### src/rtl/div_if.sv
// Operand/result bundle between the execute stage and the multi-cycle divider.
// Handshake: the divider accepts a request on a clock edge where start_i=1, annul_i=0
// and it is idle; ready_o is a one-cycle pulse with result_o valid in that same cycle.
interface div_if #(
    parameter int WIDTH = 32
);
    logic                 start_i;
    logic                 signed_i;
    logic                 annul_i;
    logic [WIDTH-1:0]     dividend_i;
    logic [WIDTH-1:0]     divisor_i;
    logic [2*WIDTH-1:0]   result_o;
    logic                 ready_o;
    logic                 stall_o;

    modport slave (
        input  start_i, signed_i, annul_i, dividend_i, divisor_i,
        output result_o, ready_o, stall_o
    );

    modport master (
        output start_i, signed_i, annul_i, dividend_i, divisor_i,
        input  result_o, ready_o, stall_o
    );
endinterface

### src/rtl/div_unit.sv
// Radix-2 restoring divider for DIV/DIVU: one quotient bit per cycle, result as
// {remainder, quotient}; stalls the pipeline while busy, abortable by annul_i.
module div_unit #(
    parameter int WIDTH = 32
) (
    input  logic       clk,
    input  logic       rst,
    div_if.slave       div_io,
    output logic [1:0] state_o
);
    localparam int CW = $clog2(WIDTH + 1);

    localparam logic [1:0] S_IDLE = 2'd0;
    localparam logic [1:0] S_BUSY = 2'd1;
    localparam logic [1:0] S_DONE = 2'd2;

    logic [1:0]         state_q, state_d;
    logic [CW-1:0]      cnt_q, cnt_d;
    logic [WIDTH-1:0]   rem_q, rem_d;
    logic [WIDTH-1:0]   quo_q, quo_d;
    logic [WIDTH-1:0]   dvsr_q, dvsr_d;
    logic               neg_quo_q, neg_quo_d;
    logic               neg_rem_q, neg_rem_d;
    logic [2*WIDTH-1:0] result_q, result_d;
    logic               stall;

    logic               a_neg, b_neg;
    logic [WIDTH-1:0]   a_abs, b_abs;
    logic [WIDTH:0]     rem_shift;
    logic               no_borrow;
    logic [WIDTH-1:0]   rem_step, quo_step;

    // Magnitudes are divided unsigned; signs are reapplied when the result is captured.
    assign a_neg = div_io.signed_i & div_io.dividend_i[WIDTH-1];
    assign b_neg = div_io.signed_i & div_io.divisor_i[WIDTH-1];
    assign a_abs = a_neg ? -div_io.dividend_i : div_io.dividend_i;
    assign b_abs = b_neg ? -div_io.divisor_i  : div_io.divisor_i;

    // The partial remainder is always below the divisor, so the restored value fits WIDTH bits.
    assign rem_shift = {rem_q, quo_q[WIDTH-1]};
    assign no_borrow = rem_shift >= {1'b0, dvsr_q};
    assign rem_step  = no_borrow ? (rem_shift[WIDTH-1:0] - dvsr_q) : rem_shift[WIDTH-1:0];
    assign quo_step  = {quo_q[WIDTH-2:0], no_borrow};

    always_comb begin
        state_d   = state_q;
        cnt_d     = cnt_q;
        rem_d     = rem_q;
        quo_d     = quo_q;
        dvsr_d    = dvsr_q;
        neg_quo_d = neg_quo_q;
        neg_rem_d = neg_rem_q;
        result_d  = result_q;
        stall     = 1'b0;
        case (state_q)
            S_IDLE: begin
                stall = div_io.start_i & ~div_io.annul_i;
                if (div_io.start_i && !div_io.annul_i) begin
                    neg_quo_d = a_neg ^ b_neg;
                    neg_rem_d = a_neg;
                    dvsr_d    = b_abs;
                    rem_d     = '0;
                    quo_d     = a_abs;
                    if (div_io.divisor_i == '0) begin
                        state_d  = S_DONE;
                        result_d = {div_io.dividend_i, {WIDTH{1'b1}}};
                    end else begin
                        state_d = S_BUSY;
                        cnt_d   = CW'(WIDTH);
                    end
                end
            end
            S_BUSY: begin
                stall = ~div_io.annul_i;
                if (div_io.annul_i) begin
                    state_d = S_IDLE;
                    cnt_d   = '0;
                end else begin
                    rem_d = rem_step;
                    quo_d = quo_step;
                    cnt_d = cnt_q - CW'(1);
                    if (cnt_q == CW'(1)) begin
                        state_d  = S_DONE;
                        result_d = {neg_rem_q ? -rem_step : rem_step,
                                    neg_quo_q ? -quo_step : quo_step};
                    end
                end
            end
            S_DONE: begin
                // A start_i still held here belongs to the finished instruction.
                state_d = S_IDLE;
            end
            default: begin
                state_d = S_IDLE;
            end
        endcase
    end

    always_ff @(posedge clk or posedge rst) begin
        if (rst) begin
            state_q   <= S_IDLE;
            cnt_q     <= '0;
            rem_q     <= '0;
            quo_q     <= '0;
            dvsr_q    <= '0;
            neg_quo_q <= 1'b0;
            neg_rem_q <= 1'b0;
            result_q  <= '0;
        end else begin
            state_q   <= state_d;
            cnt_q     <= cnt_d;
            rem_q     <= rem_d;
            quo_q     <= quo_d;
            dvsr_q    <= dvsr_d;
            neg_quo_q <= neg_quo_d;
            neg_rem_q <= neg_rem_d;
            result_q  <= result_d;
        end
    end

    assign div_io.result_o = result_q;
    assign div_io.ready_o  = (state_q == S_DONE);
    assign div_io.stall_o  = stall;
    assign state_o         = state_q;
endmodule

### src/flat_wrapper.sv
// flat-port wrapper written by rule: the top's interface ports become plain ports
module div_unit_flat 
#(
    parameter int WIDTH = 32
)
  (clk, rst, state_o, div_io_start_i, div_io_signed_i, div_io_annul_i, div_io_dividend_i, div_io_divisor_i, div_io_result_o, div_io_ready_o, div_io_stall_o);
  div_if #(.WIDTH(WIDTH)) div_io_i ();
  input  logic clk;
  input  logic rst;
  output logic [1:0] state_o;
  input wire logic [$bits(div_io_i.start_i)-1:0] div_io_start_i;
  input wire logic [$bits(div_io_i.signed_i)-1:0] div_io_signed_i;
  input wire logic [$bits(div_io_i.annul_i)-1:0] div_io_annul_i;
  input wire logic [$bits(div_io_i.dividend_i)-1:0] div_io_dividend_i;
  input wire logic [$bits(div_io_i.divisor_i)-1:0] div_io_divisor_i;
  output wire logic [$bits(div_io_i.result_o)-1:0] div_io_result_o;
  output wire logic [$bits(div_io_i.ready_o)-1:0] div_io_ready_o;
  output wire logic [$bits(div_io_i.stall_o)-1:0] div_io_stall_o;
  assign div_io_i.start_i = div_io_start_i;
  assign div_io_i.signed_i = div_io_signed_i;
  assign div_io_i.annul_i = div_io_annul_i;
  assign div_io_i.dividend_i = div_io_dividend_i;
  assign div_io_i.divisor_i = div_io_divisor_i;
  assign div_io_result_o = div_io_i.result_o;
  assign div_io_ready_o = div_io_i.ready_o;
  assign div_io_stall_o = div_io_i.stall_o;
  div_unit #(.WIDTH(WIDTH)) u_core (.clk(clk), .rst(rst), .div_io(div_io_i), .state_o(state_o));
endmodule
### config.mk
export PLATFORM = sky130hd
export DESIGN_NAME = div_unit_flat
export DESIGN_NICKNAME = d
export VERILOG_FILES = /design/src/rtl/div_if.sv /design/src/rtl/div_unit.sv /design/src/flat_wrapper.sv
export SDC_FILE = /design/constraint.sdc
export NUM_CORES = 1
export LEC_CHECK = 0
export ABC_AREA = 1
export BUFFER_PORTS_ARGS = -buffer_cell sky130_fd_sc_hd__buf_2
export CAP_MARGIN = 5
export CORE_ASPECT_RATIO = 1.25
export CORE_MARGIN = 1
export CORE_UTILIZATION = 60
export DETAILED_ROUTE_END_ITERATION = 12
export PLACE_DENSITY = 0.81
export SETUP_SLACK_MARGIN = 0.05
export SYNTH_ARGS = -nofsm -noshare
export SYNTH_HDL_FRONTEND = slang
export SYNTH_SLANG_ARGS = --single-unit
### constraint.sdc
create_clock -name clk -period 6.39 [get_ports clk]
set_input_delay 0.639 -clock clk [delete_from_list [all_inputs] [get_ports clk]]
set_output_delay 0.639 -clock clk [all_outputs]
set_load 0.02 [all_outputs]
==> impl_metrics.json, run 1 <==
{
  "initial_utilization": 0.618,
  "ys_top_cells_by_count": "616 x sky130_fd_sc_hd__nand2_1, 322 x sky130_fd_sc_hd__inv_1, 202 x sky130_fd_sc_hd__nor2_1",
  "width_of_the_die_um": 136,
  "fp.coreArea_um2": 21700,
  "synth_area_leaders": "sky130_fd_sc_hd__dfrtp_1 32%, sky130_fd_sc_hd__nand2_1 17%, sky130_fd_sc_hd__inv_1 9.0%",
  "asyncSetResetFlopFracSynth": 1.00,
  "wl_per_cell_um": 16.4,
  "rsz_0062_raised_after_global_routing": "no",
  "clock_tree.htree_level_count": 4,
  "grt.total_usage": 0.366,
  "post_synth_num_cell_types": 55,
  "rrSetupSlack_ns": 2.01,
  "layout_worst_path_cycle_share": 0.685,
  "timing.max_slew.rel_slack": 0.335,
  "dp_hpwl_mm": 31.2,
  "ys_seq_elements": 170,
  "crit-reg2reg-capture": "u_core.div_io.result_o[26]$_DFFE_PP0P_",
  "clock-sinks": 170,
  "primary_flip_flop_cell_chosen_by_synthesis_mapping": "sky130_fd_sc_hd__dfrtp_1",
  "synth_area_um2": 13400,
  "timing.critical_path.to_type": "flop",
  "worstReg2RegStart": "u_core.rem_q[23]$_DFFE_PP0P_",
  "post_synth_inst_count": 2099,
  "detail_route.vias_per_cell": 5.60,
  "final_period_minus_worst_setup_slack_ns": 4.38,
  "drtPass1Iterations": 5,
  "synth_edf_count": 0,
  "drt_wl_total_mm": 40.8,
  "clk-insertion-delay-late_ns": 0.44,
  "timing.final.setup_violations": 0,
  "maxCapViolations": 0,
  "worst_setup_hold_path_clk_slew_ns": 0.08,
  "io_buffers": 136,
  "critical_path_class": "flop to flop",
  "routed-via-count": 13936,
  "cp_data_required_time_ns": 6.69,
  "floorplan.io_pins": 137,
  "holdCritPathClass": "input port to asynchronous set/reset pin",
  "drtAntennaViolNets": 0,
  "ff2ff_path_depth": 23,
  "met2WireLength_mm": 20.1,
  "path_max_fanout": 36,
  "clockBufferDepth": 2,
  "tritoncts_clock_tree": "done",
  "final_slew_violations": 0,
  "synth-seq-area-share": 0.317,
  "synth.most_common_cell": "sky130_fd_sc_hd__nand2_1",
  "drcViolationCount": 0,
  "cts-hold-fix-buffers": 0,
  "synth.top_cell.area_share": 0.317,
  "row_count": 60,
  "yosysWarningCount": 0,
  "cts_setup_buffers": 0,
  "fin_setup_tns_ns": 0,
  "layout.nets": 2306,
  "worstSetupEndpoint": "u_core.div_io.result_o[26]$_DFFE_PP0P_",
  "routed.top_layer": "met4",
  "final_layout_size_suffix_gt1_frac": 0.121,
  "worst_pin_slew_ns": 0.997,
  "crit_path_start": "u_core.rem_q[23]$_DFFE_PP0P_",
  "maxClockFrequency_mhz": 228,
  "first_iter_violations": 1123,
  "grt_overflow_total": 0,
  "route.met3.wl_mm": 2.36,
  "insertedDiodeCount": 0,
  "pin_count_of_the_biggest_net_entering_global_routing": 98,
  "die-area_um2": 22900,
  "numCtsBuffers": 17,
  "worstSetupStartpointType": "flop",
  "detail_route.wirelength.met1_mm": 16.5,
  "wire_length_of_the_first_global_routing_pass_mm": 65.4,
  "antenna_violations_before_repair": 0,
  "syn_avg_cell_area_um2": 6.39,
  "area_delta_synth_final_pct": 10.6,
  "crit_arrival_ns": 4.68,
  "run_status": "complete, no violations",
  "gpl.final_weighted_congestion": 0.992,
  "synth_largest_area_cell": "sky130_fd_sc_hd__dfrtp_1",
  "syn-num-nets": 2207,
  "cts-root-buf": "sky130_fd_sc_hd__clkbuf_16",
  "die_h_um": 169,
  "worst_clock_skew_ns": 0.0100,
  "grt_pass1_vias": 13364,
  "postCtsResizedCells": 0,
  "hold_violations": 0
}
## worst max-delay path, cell delays in order (launching register included)
cell and delay, ns:
sky130_fd_sc_hd__dfrtp_1 0.45, sky130_fd_sc_hd__ha_1 0.42, sky130_fd_sc_hd__nand2_1 0.11, sky130_fd_sc_hd__nand2_1 0.06, sky130_fd_sc_hd__inv_1 0.09, sky130_fd_sc_hd__nand2_1 0.09
sky130_fd_sc_hd__inv_1 0.08, sky130_fd_sc_hd__a21oi_1 0.11, sky130_fd_sc_hd__nor2_4 0.11, sky130_fd_sc_hd__buf_4 0.31, sky130_fd_sc_hd__nand2_8 0.23, sky130_fd_sc_hd__inv_2 0.26
sky130_fd_sc_hd__ha_1 0.24, sky130_fd_sc_hd__nand4_1 0.14, sky130_fd_sc_hd__nor2_1 0.19, sky130_fd_sc_hd__nand3_1 0.14, sky130_fd_sc_hd__nor2_1 0.11, sky130_fd_sc_hd__nand2_1 0.10
sky130_fd_sc_hd__nor2_1 0.16, sky130_fd_sc_hd__nand4_1 0.22, sky130_fd_sc_hd__o21ai_0 0.28, sky130_fd_sc_hd__o21ai_0 0.10, sky130_fd_sc_hd__a21oi_1 0.15, sky130_fd_sc_hd__o21ai_0 0.08
## how the worst min path moves through the flow
stage                     cells past startpoint                                endpoint                                    from  slack, ns
after floorplan                               2           u_core.dvsr_q[10]$_DFFE_PP0P_           u_core.dvsr_q[10]$_DFFE_PP0P_       0.45
after global placement                        2  u_core.div_io.result_o[49]$_DFFE_PP0P_  u_core.div_io.result_o[49]$_DFFE_PP0P_       0.46
after detailed placement                      2  u_core.div_io.result_o[38]$_DFFE_PP0P_  u_core.div_io.result_o[38]$_DFFE_PP0P_       0.46
after CTS                                     2   u_core.div_io.result_o[4]$_DFFE_PP0P_                                     rst       0.42
after global routing                          2             u_core.quo_q[3]$_DFFE_PP0P_                                     rst       0.45
final                                         2   u_core.div_io.result_o[6]$_DFFE_PP0P_                                     rst       0.38
## sequential cells by signal, summed over array words and instances (netlist names)
| signal | count |
|---|---|
| u_core.div_io.result_o | 64 |
| u_core.cnt_q | 6 |
| u_core.dvsr_q | 32 |
| u_core.rem_q | 32 |
| u_core.neg_rem_q | 1 |
| u_core.neg_quo_q | 1 |
| u_core.state_o | 2 |
| u_core.quo_q | 32 |
## kinds of logic after synthesis
logic type      share of synthesized area
fa+ha+maj                          0.0370
buf+inv                             0.119
simple gates                        0.360
xor+xnor                           0.0314
compound gates                      0.135
flops                               0.317
## cell type report
class	count	area (µm²)
Clock buffer	18	439
Clock inverter	14	148
Fill cell	2008	6870
Inverter	341	1280
Multi-Input combinational cell	1519	7570
Sequential cell	170	4250
Tap cell	279	349
Timing Repair Buffer	149	778
## metrics by stage
stage / cell area, µm² / setup slack, ns / hold slack [ns] / std cells / util
finish: 14800 / 2.01 / 0.376 / 2490 / 0.683
global route: 14800 / 1.61 / 0.454 / 2490 / 0.683
CTS: 14800 / 2.07 / 0.420 / 2490 / 0.683
detailed placement: 14200 / 2.01 / 0.461 / 2458 / 0.656
global placement: 14200 / 2.07 / 0.456 / 2458 / 0.656
floorplan: 13400 / 1.15 / 0.453 / 2099 / -
## placed cells by master, fill, tap and decap left out, types with 4 or more instances in the layout
cell type	instances
sky130_fd_sc_hd__nand3_1	141
sky130_fd_sc_hd__ha_1	38
sky130_fd_sc_hd__nor2_2	15
sky130_fd_sc_hd__nor4_1	5
sky130_fd_sc_hd__nor3_1	35
sky130_fd_sc_hd__o2111ai_1	6
sky130_fd_sc_hd__inv_6	5
sky130_fd_sc_hd__a32oi_1	4
sky130_fd_sc_hd__clkinv_1	5
sky130_fd_sc_hd__dfrtp_1	170
sky130_fd_sc_hd__xor2_1	42
sky130_fd_sc_hd__or2_2	9
sky130_fd_sc_hd__nand4_1	35
sky130_fd_sc_hd__o21ai_0	115
sky130_fd_sc_hd__o211ai_1	23
sky130_fd_sc_hd__o22ai_1	17
sky130_fd_sc_hd__inv_8	5
sky130_fd_sc_hd__nor2_1	201
sky130_fd_sc_hd__o31ai_1	6
sky130_fd_sc_hd__clkbuf_16	17
sky130_fd_sc_hd__nand3b_1	11
sky130_fd_sc_hd__inv_1	320
sky130_fd_sc_hd__a31oi_1	14
sky130_fd_sc_hd__inv_2	15
sky130_fd_sc_hd__a22o_1	5
sky130_fd_sc_hd__o21ai_1	17
sky130_fd_sc_hd__buf_2	136
sky130_fd_sc_hd__a21oi_1	93
sky130_fd_sc_hd__buf_4	13
sky130_fd_sc_hd__nand3_2	4
sky130_fd_sc_hd__nand2_1	614
sky130_fd_sc_hd__nand2_2	24
sky130_fd_sc_hd__nor3_2	6
sky130_fd_sc_hd__xnor2_1	6
## metal layers
layer / vias up / GRT usage
met5: - / 0
met4: 0 / 0.184
met1: 6391 / 0.437
met3: 113 / 0.0440
li1: 6908 / -
met2: 524 / 0.642
Power of run 1 is not shown: default switching activity piles up to over one toggle a cycle in this logic, so the estimate is an artifact.
==> inputs of run 2 (changes only) <==
Settings changed: ABC_AREA 1 to 0, CORE_UTILIZATION 60 to 54, PLACE_DENSITY 0.81 to 0.77.
Clock period 6.39 ns to 4 ns, I/O delays scaled along.
==> impl_metrics.json, run 2 <==
{
  "run_status": "complete, but fails checks",
  "violations_in_the_final_reports": "setup timing",
  "holdCritPathClass": "input port to asynchronous set/reset pin",
  "final_cell_mix": "195 x sky130_fd_sc_hd__nand2_1, 182 x sky130_fd_sc_hd__buf_4, 169 x sky130_fd_sc_hd__dfrtp_1",
  "cp_data_required_time_ns": 4.36,
  "fp.coreArea_um2": 21800,
  "worst_setup_hold_path_clk_slew_ns": 0.08,
  "path_max_fanout": 5,
  "first_iter_violations": 955,
  "pin_count_of_the_biggest_net_entering_global_routing": 74,
  "row_count": 60,
  "synth_largest_area_cell": "sky130_fd_sc_hd__dfrtp_1",
  "post_synth_inst_count": 1532,
  "syn-num-nets": 1640,
  "numCtsBuffers": 17,
  "synth_area_leaders": "sky130_fd_sc_hd__dfrtp_1 35%, sky130_fd_sc_hd__o21ai_0 6.9%, sky130_fd_sc_hd__nand2_1 6.1%",
  "grt_pass1_vias": 11482,
  "worstReg2RegStart": "u_core.rem_q[11]$_DFFE_PP0P_",
  "multi_input_gate_area_um2": 7810,
  "final_period_minus_worst_setup_slack_ns": 4.57,
  "total_switching_power_w": 0.00301,
  "worst_clock_skew_ns": 0.0122,
  "drtAntennaViolNets": 0,
  "initial_utilization": 0.557,
  "timing.critical_path.to_type": "flop",
  "layout.nets": 1906,
  "clk-insertion-delay-late_ns": 0.44,
  "dp.cells": 2044,
  "tritoncts_clock_tree": "done",
  "worst_ir_drop_vdd_mv": 0.367,
  "gpl.final_weighted_congestion": 0.989,
  "synth_area_um2": 12100,
  "rrSetupSlack_ns": -0.57,
  "antenna_violations_before_repair": 0,
  "dp_hpwl_mm": 27.3,
  "fin_hold_ws_ns": 0.185,
  "ys_top_cells_by_count": "198 x sky130_fd_sc_hd__nand2_1, 170 x sky130_fd_sc_hd__dfrtp_1, 167 x sky130_fd_sc_hd__o21ai_0",
  "die_h_um": 169,
  "asyncSetResetFlopFracSynth": 1.00,
  "worst_pin_slew_ns": 1.14,
  "layout_worst_path_cycle_share": 1.14,
  "synth.most_common_cell": "sky130_fd_sc_hd__nand2_1",
  "final_core_occ": 0.710,
  "layout_commonest_cell": "sky130_fd_sc_hd__nand2_1",
  "insertedDiodeCount": 0,
  "post_synth_num_cell_types": 82,
  "power_w": 0.00728,
  "combinationalPowerShare": 0.424,
  "rsz_0062_raised_after_global_routing": "yes",
  "share_seq_of_total_power": 0.349,
  "width_of_the_die_um": 136,
  "drtPass1Iterations": 5,
  "detail_route.vias_per_cell": 5.85,
  "maxCapViolations": 0,
  "maxClockFrequency_mhz": 219,
  "ys_seq_elements": 170,
  "timing.final.ws_setup_ns": -0.565,
  "worstSetupStartpointType": "flop",
  "drcViolationCount": 0,
  "place_ws_ns": -0.787,
  "hold_violations": 0,
  "instances_no_fill": 2089,
  "grt_overflow_total": 0,
  "cellInternalPower_w": 0.00428,
  "clock-sinks": 170,
  "timing.final.setup_violations": 14,
  "die-area_um2": 23000,
  "final_layout_size_suffix_gt1_frac": 0.247,
  "cts-root-buf": "sky130_fd_sc_hd__clkbuf_16",
  "synth_edf_count": 0,
  "swShare": 0.413,
  "crit_arrival_ns": 4.93,
  "io_buffers": 136,
  "clock_tree.htree_level_count": 4,
  "syn_avg_cell_area_um2": 7.91,
  "final-seq-area_um2": 4260,
  "crit-reg2reg-capture": "u_core.div_io.result_o[60]$_DFFE_PP0P_",
  "synth-seq-area-share": 0.351,
  "ff2ff_path_depth": 22,
  "routed-via-count": 12219,
  "leakagePower_nw": 6.97,
  "critical_path_class": "flop to flop",
  "layout.filler_cells": 1750,
  "synth.top_cell.area_share": 0.351,
  "power-per-cell-area_nw_per_um2": 471,
  "final_slew_violations": 0,
  "wl_per_cell_um": 17.3,
  "clockBufferDepth": 2,
  "floorplan.io_pins": 137,
  "timing.max_slew.rel_slack": 0.237,
  "largest_register_ffs": 64,
  "wire_length_of_the_first_global_routing_pass_mm": 57.6,
  "grt.total_usage": 0.318,
  "area_delta_synth_final_pct": 27.6,
  "drt_wl_total_mm": 36.2,
  "p_clk_frac": 0.227,
  "yosysWarningCount": 0,
  "primary_flip_flop_cell_chosen_by_synthesis_mapping": "sky130_fd_sc_hd__dfrtp_1"
}
-- run 2: cell families (layout without fill, tap and decap cells) --
logic type,after synthesis,count (layout),share of synthesized area
simple gates,550,550,0.210
mux,26,26,0.0216
fa+ha+maj,39,39,0.0409
buf+inv,140,418,0.0458
xor+xnor,135,135,0.0976
flops,170,170,0.351
compound gates,472,472,0.233
-- run 2: critical path, stage by stage, from the launching register on --
cell	delay, ns
sky130_fd_sc_hd__dfrtp_1	0.43
sky130_fd_sc_hd__ha_4	0.32
sky130_fd_sc_hd__nand2_4	0.08
sky130_fd_sc_hd__nor4_4	0.36
sky130_fd_sc_hd__o211ai_2	0.16
sky130_fd_sc_hd__a211o_1	0.32
sky130_fd_sc_hd__nand2_4	0.12
sky130_fd_sc_hd__mux2i_4	0.29
sky130_fd_sc_hd__ha_4	0.16
sky130_fd_sc_hd__buf_4	0.10
sky130_fd_sc_hd__buf_6	0.08
sky130_fd_sc_hd__buf_6	0.08
sky130_fd_sc_hd__nand2_2	0.05
sky130_fd_sc_hd__or3_1	0.32
sky130_fd_sc_hd__or4_4	0.45
sky130_fd_sc_hd__nor3_4	0.16
sky130_fd_sc_hd__buf_4	0.14
sky130_fd_sc_hd__a31oi_1	0.10
sky130_fd_sc_hd__a31oi_1	0.15
sky130_fd_sc_hd__buf_4	0.17
sky130_fd_sc_hd__o211ai_1	0.10
sky130_fd_sc_hd__xor2_1	0.18
sky130_fd_sc_hd__o211ai_1	0.15
-- run 2: power by group through the flow --
stage	Combinational [W]	Sequential, W	Clock [W]
final	0.00309	0.00254	0.00165
after global routing	0.00340	0.00260	0.00173
after CTS	0.00299	0.00253	0.00166
after detailed placement	0.00290	0.00256	0
after global placement	0.00283	0.00254	0
after floorplan	0.00158	0.00279	0
-- run 2: final cells by class --
type	count	share of cell area
Multi-Input combinational cell	1222	0.505
Sequential cell	170	0.275
Timing Repair Buffer	328	0.145
Tap cell	279	0.0226
Clock buffer	17	0.0275
Clock inverter	14	0.00979
Inverter	59	0.0151
-- run 2: what timing repair did --
| item | CTS | global route |
|---|---|---|
| buffers inserted | 8 | 5 |
| setup endpoints to repair | 32 | 26 |
| cloned | 1 | 1 |
| pin swaps | 26 | 19 |
| hold buffers | 0 | 0 |
| gates resized for setup | 32 | 29 |
-- run 2: metrics by stage --
stage | TNS, ns | cell area (µm²)
finish | -5.02 | 15500
global route | -8.22 | 15500
floorplan | -6.12 | 12300
global placement | -6.76 | 14400
CTS | -4.54 | 15200
detailed placement | -8.76 | 14400
-- run 2: worst max path at each step --
stage | from | to | slack [ns]
6_report | u_core.rem_q[11]$_DFFE_PP0P_ | u_core.div_io.result_o[60]$_DFFE_PP0P_ | -0.57
5_1_grt | u_core.rem_q[6]$_DFFE_PP0P_ | u_core.div_io.result_o[60]$_DFFE_PP0P_ | -0.80
4_1_cts | u_core.dvsr_q[30]$_DFFE_PP0P_ | u_core.div_io.result_o[60]$_DFFE_PP0P_ | -0.52
3_5_place_dp | u_core.dvsr_q[30]$_DFFE_PP0P_ | u_core.div_io.result_o[60]$_DFFE_PP0P_ | -0.79
3_3_place_gp | u_core.dvsr_q[30]$_DFFE_PP0P_ | u_core.div_io.result_o[60]$_DFFE_PP0P_ | -0.68
2_1_floorplan | u_core.rem_q[13]$_DFFE_PP0P_ | u_core.div_io.result_o[60]$_DFFE_PP0P_ | -0.87
-- run 2: per-layer routing --
layer | wire [µm] | track usage | vias up | part of all wire
li1 | - | - | 5956 | -
met3 | 1880 | 0.0436 | 87 | 0.052
met4 | 1280 | 0.131 | 0 | 0.035
met2 | 17400 | 0.536 | 417 | 0.48
met1 | 15600 | 0.407 | 5759 | 0.43
met5 | 0 | 0 | - | 0
(Power assumes the default switching activity.)
==> inputs of run 3 (changes only) <==
Settings changed: PLACE_DENSITY 0.77 to 0.84.
==> impl_metrics.json, run 3 (synthesized netlist as in run 2, its figures left out) <==
{
  "run_status": "complete, but fails checks",
  "violations_in_the_final_reports": "setup timing",
  "worstReg2RegStart": "u_core.rem_q[5]$_DFFE_PP0P_",
  "grt.total_usage": 0.328,
  "initial_utilization": 0.557,
  "numCtsBuffers": 17,
  "worst_pin_slew_ns": 1.13,
  "final_slew_violations": 0,
  "holdCritPathClass": "input port to flop",
  "crit_path_start": "u_core.rem_q[5]$_DFFE_PP0P_",
  "placedInstanceArea_um2": 14400,
  "grt_use_met3": 0.0314,
  "worst_ir_drop_vdd_mv": 0.398,
  "detail_route.vias_per_cell": 5.88,
  "design_area_um2": 15200,
  "timing.critical_path.cells": "ha_4, buf_4, nand4_1, nor4_2, a311oi_2, a22o_1, nand2_4, mux2i_4, ha_4, or4b_4, or4_4, nor4_4, nand2_1, o41ai_2, a31oi_1, buf_4, a21oi_2, xor2_1, nor2_1, o31ai_1",
  "worst_hold_path.num_cells": 3,
  "fp.coreArea_um2": 21800,
  "final_period_minus_worst_setup_slack_ns": 4.63,
  "cp_data_required_time_ns": 4.34,
  "worst_setup_hold_path_clk_slew_ns": 0.07,
  "crit-reg2reg-capture": "u_core.div_io.result_o[52]$_DFFE_PP0P_",
  "clock-sinks": 170,
  "critical_path_class": "flop to flop",
  "grt_pass1_vias": 12056,
  "grt_overflow_total": 0,
  "worstSetupStartpointType": "flop",
  "drtPass1Iterations": 6,
  "leakagePower_nw": 6.89,
  "timing.final.setup_violations": 25,
  "clockBufferDepth": 2,
  "pin_count_of_the_biggest_net_entering_global_routing": 98,
  "power-per-cell-area_nw_per_um2": 479,
  "layout.nets": 1900,
  "largest_register_ffs": 64,
  "dp_hpwl_mm": 27.7,
  "timing.final.ws_setup_ns": -0.631,
  "final_cell_mix": "196 x sky130_fd_sc_hd__nand2_1, 181 x sky130_fd_sc_hd__buf_4, 170 x sky130_fd_sc_hd__dfrtp_1",
  "gpl.final_weighted_congestion": 0.968,
  "wl_per_cell_um": 17.5,
  "critPathSlowestCell": "sky130_fd_sc_hd__or4b_4",
  "globalRouteMet1Util": 0.411,
  "maxClockFrequency_mhz": 216,
  "width_of_the_die_um": 136,
  "insertedDiodeCount": 0,
  "die-area_um2": 23000,
  "cts-root-buf": "sky130_fd_sc_hd__clkbuf_16",
  "ff2ff_path_depth": 20,
  "drtAntennaViolNets": 0,
  "place_ws_ns": -0.729,
  "worst_clock_skew_ns": 0.0147,
  "clk-insertion-delay-late_ns": 0.44,
  "clock_tree.htree_level_count": 4,
  "crit_arrival_ns": 4.97,
  "die_h_um": 169,
  "first_iter_violations": 1101,
  "routed-via-count": 12249,
  "drt_wl_total_mm": 36.5,
  "maxCapViolations": 0,
  "floorplan.io_pins": 137,
  "top_usage_layer": "met2",
  "path_max_fanout": 5,
  "area_delta_synth_final_pct": 25.8,
  "worstSetupEndpoint": "u_core.div_io.result_o[52]$_DFFE_PP0P_",
  "drcViolationCount": 0,
  "layout_worst_path_cycle_share": 1.16,
  "row_count": 60,
  "io_buffers": 136,
  "hold_violations": 0,
  "grt_use_met2": 0.572,
  "wire_length_of_the_first_global_routing_pass_mm": 59.6,
  "timing.max_slew.rel_slack": 0.249,
  "final_layout_size_suffix_gt1_frac": 0.236,
  "crit_path_max_incr_delay_ns": 0.45,
  "timing.critical_path.to_type": "flop",
  "layout_commonest_cell": "sky130_fd_sc_hd__nand2_1",
  "antenna_violations_before_repair": 0,
  "tritoncts_clock_tree": "done",
  "rsz_0062_raised_after_global_routing": "yes",
  "rrSetupSlack_ns": -0.63
}
[run 3: cell types whose count changed in the layout (fill, tap and decap cells not counted), sizes merged]
| cell | change |
|---|---|
| buf | -5 |
| bufbuf | -1 |
| bufinv | +2 |
| clkbuf | -1 |
| clkinv | -5 |
| clkinvlp | +3 |
| dlygate4sd3 | +1 |
[run 3: cell type report]
| type | instances | area, µm² |
|---|---|---|
| clock buffer | 17 | 425 |
| fill | 1768 | 6530 |
| clock inverter | 14 | 185 |
| inverter | 59 | 228 |
| timing repair buffer | 322 | 2120 |
| sequential | 170 | 4250 |
| tap | 279 | 349 |
| multi-input combinational | 1222 | 7680 |
[run 3: report_power, final]
group	internal [W]	leakage, nW	switching [W]
sequential	0.00216	2.14	0.000391
combinational	0.00123	4.47	0.00177
clock	0.000948	0.285	0.000807
total	0.00434	6.89	0.00297
[run 3: worst max-delay path: cells and delay by family, from the launching register on]
| family | cells | cell delay, ns |
|---|---|---|
| muxes | 1 | 0.27 |
| adders and majority gates | 2 | 0.45 |
| xor gates and xnor gates | 1 | 0.16 |
| DFF | 1 | 0.41 |
| buffers and inverters | 2 | 0.28 |
| AOI/OAI and AO/OA | 6 | 1.01 |
| and+or+nand+nor | 8 | 1.93 |
[run 3: repair_timing]
item | CTS | global route
pin swaps | 14 | 8
hold buffers | 1 | 0
gates resized for setup | 18 | 12
endpoints found under the setup margin | 27 | 34
setup buffers | 3 | 5
hold endpoints to repair | 18 | 0
[run 3: through the flow]
| step | utilization | total power, W | std cells | hold slack [ns] | TNS [ns] |
|---|---|---|---|---|---|
| 5_1_grt | 0.700 | 0.00776 | 2083 | 0.263 | -12.12 |
| 4_1_cts | 0.695 | 0.00726 | 2078 | 0.234 | -5.81 |
| 6_report | 0.700 | 0.00731 | 2083 | 0.240 | -6.34 |
| 3_3_place_gp | 0.660 | 0.00537 | 2043 | 0.448 | -6.26 |
| 2_1_floorplan | - | 0.00437 | 1532 | 0.450 | -6.12 |
| 3_5_place_dp | 0.660 | 0.00547 | 2043 | 0.454 | -8.13 |
[run 3: worst min path at each step]
stage	startpoint	end	slack (ns)
after floorplan	u_core.dvsr_q[10]$_DFFE_PP0P_	u_core.dvsr_q[10]$_DFFE_PP0P_	0.45
after global placement	rst	u_core.quo_q[2]$_DFFE_PP0P_	0.45
after detailed placement	rst	u_core.div_io.result_o[0]$_DFFE_PP0P_	0.45
after CTS	div_io_divisor_i[1]	u_core.dvsr_q[1]$_DFFE_PP0P_	0.23
after global routing	div_io_divisor_i[1]	u_core.dvsr_q[1]$_DFFE_PP0P_	0.26
final	div_io_divisor_i[1]	u_core.dvsr_q[1]$_DFFE_PP0P_	0.24
[run 3: routing by layer]
layer | part of all wire | wire, µm
met5 | 0 | 0
met4 | 0.033 | 1210
met1 | 0.41 | 15000
met3 | 0.059 | 2150
met2 | 0.50 | 18100
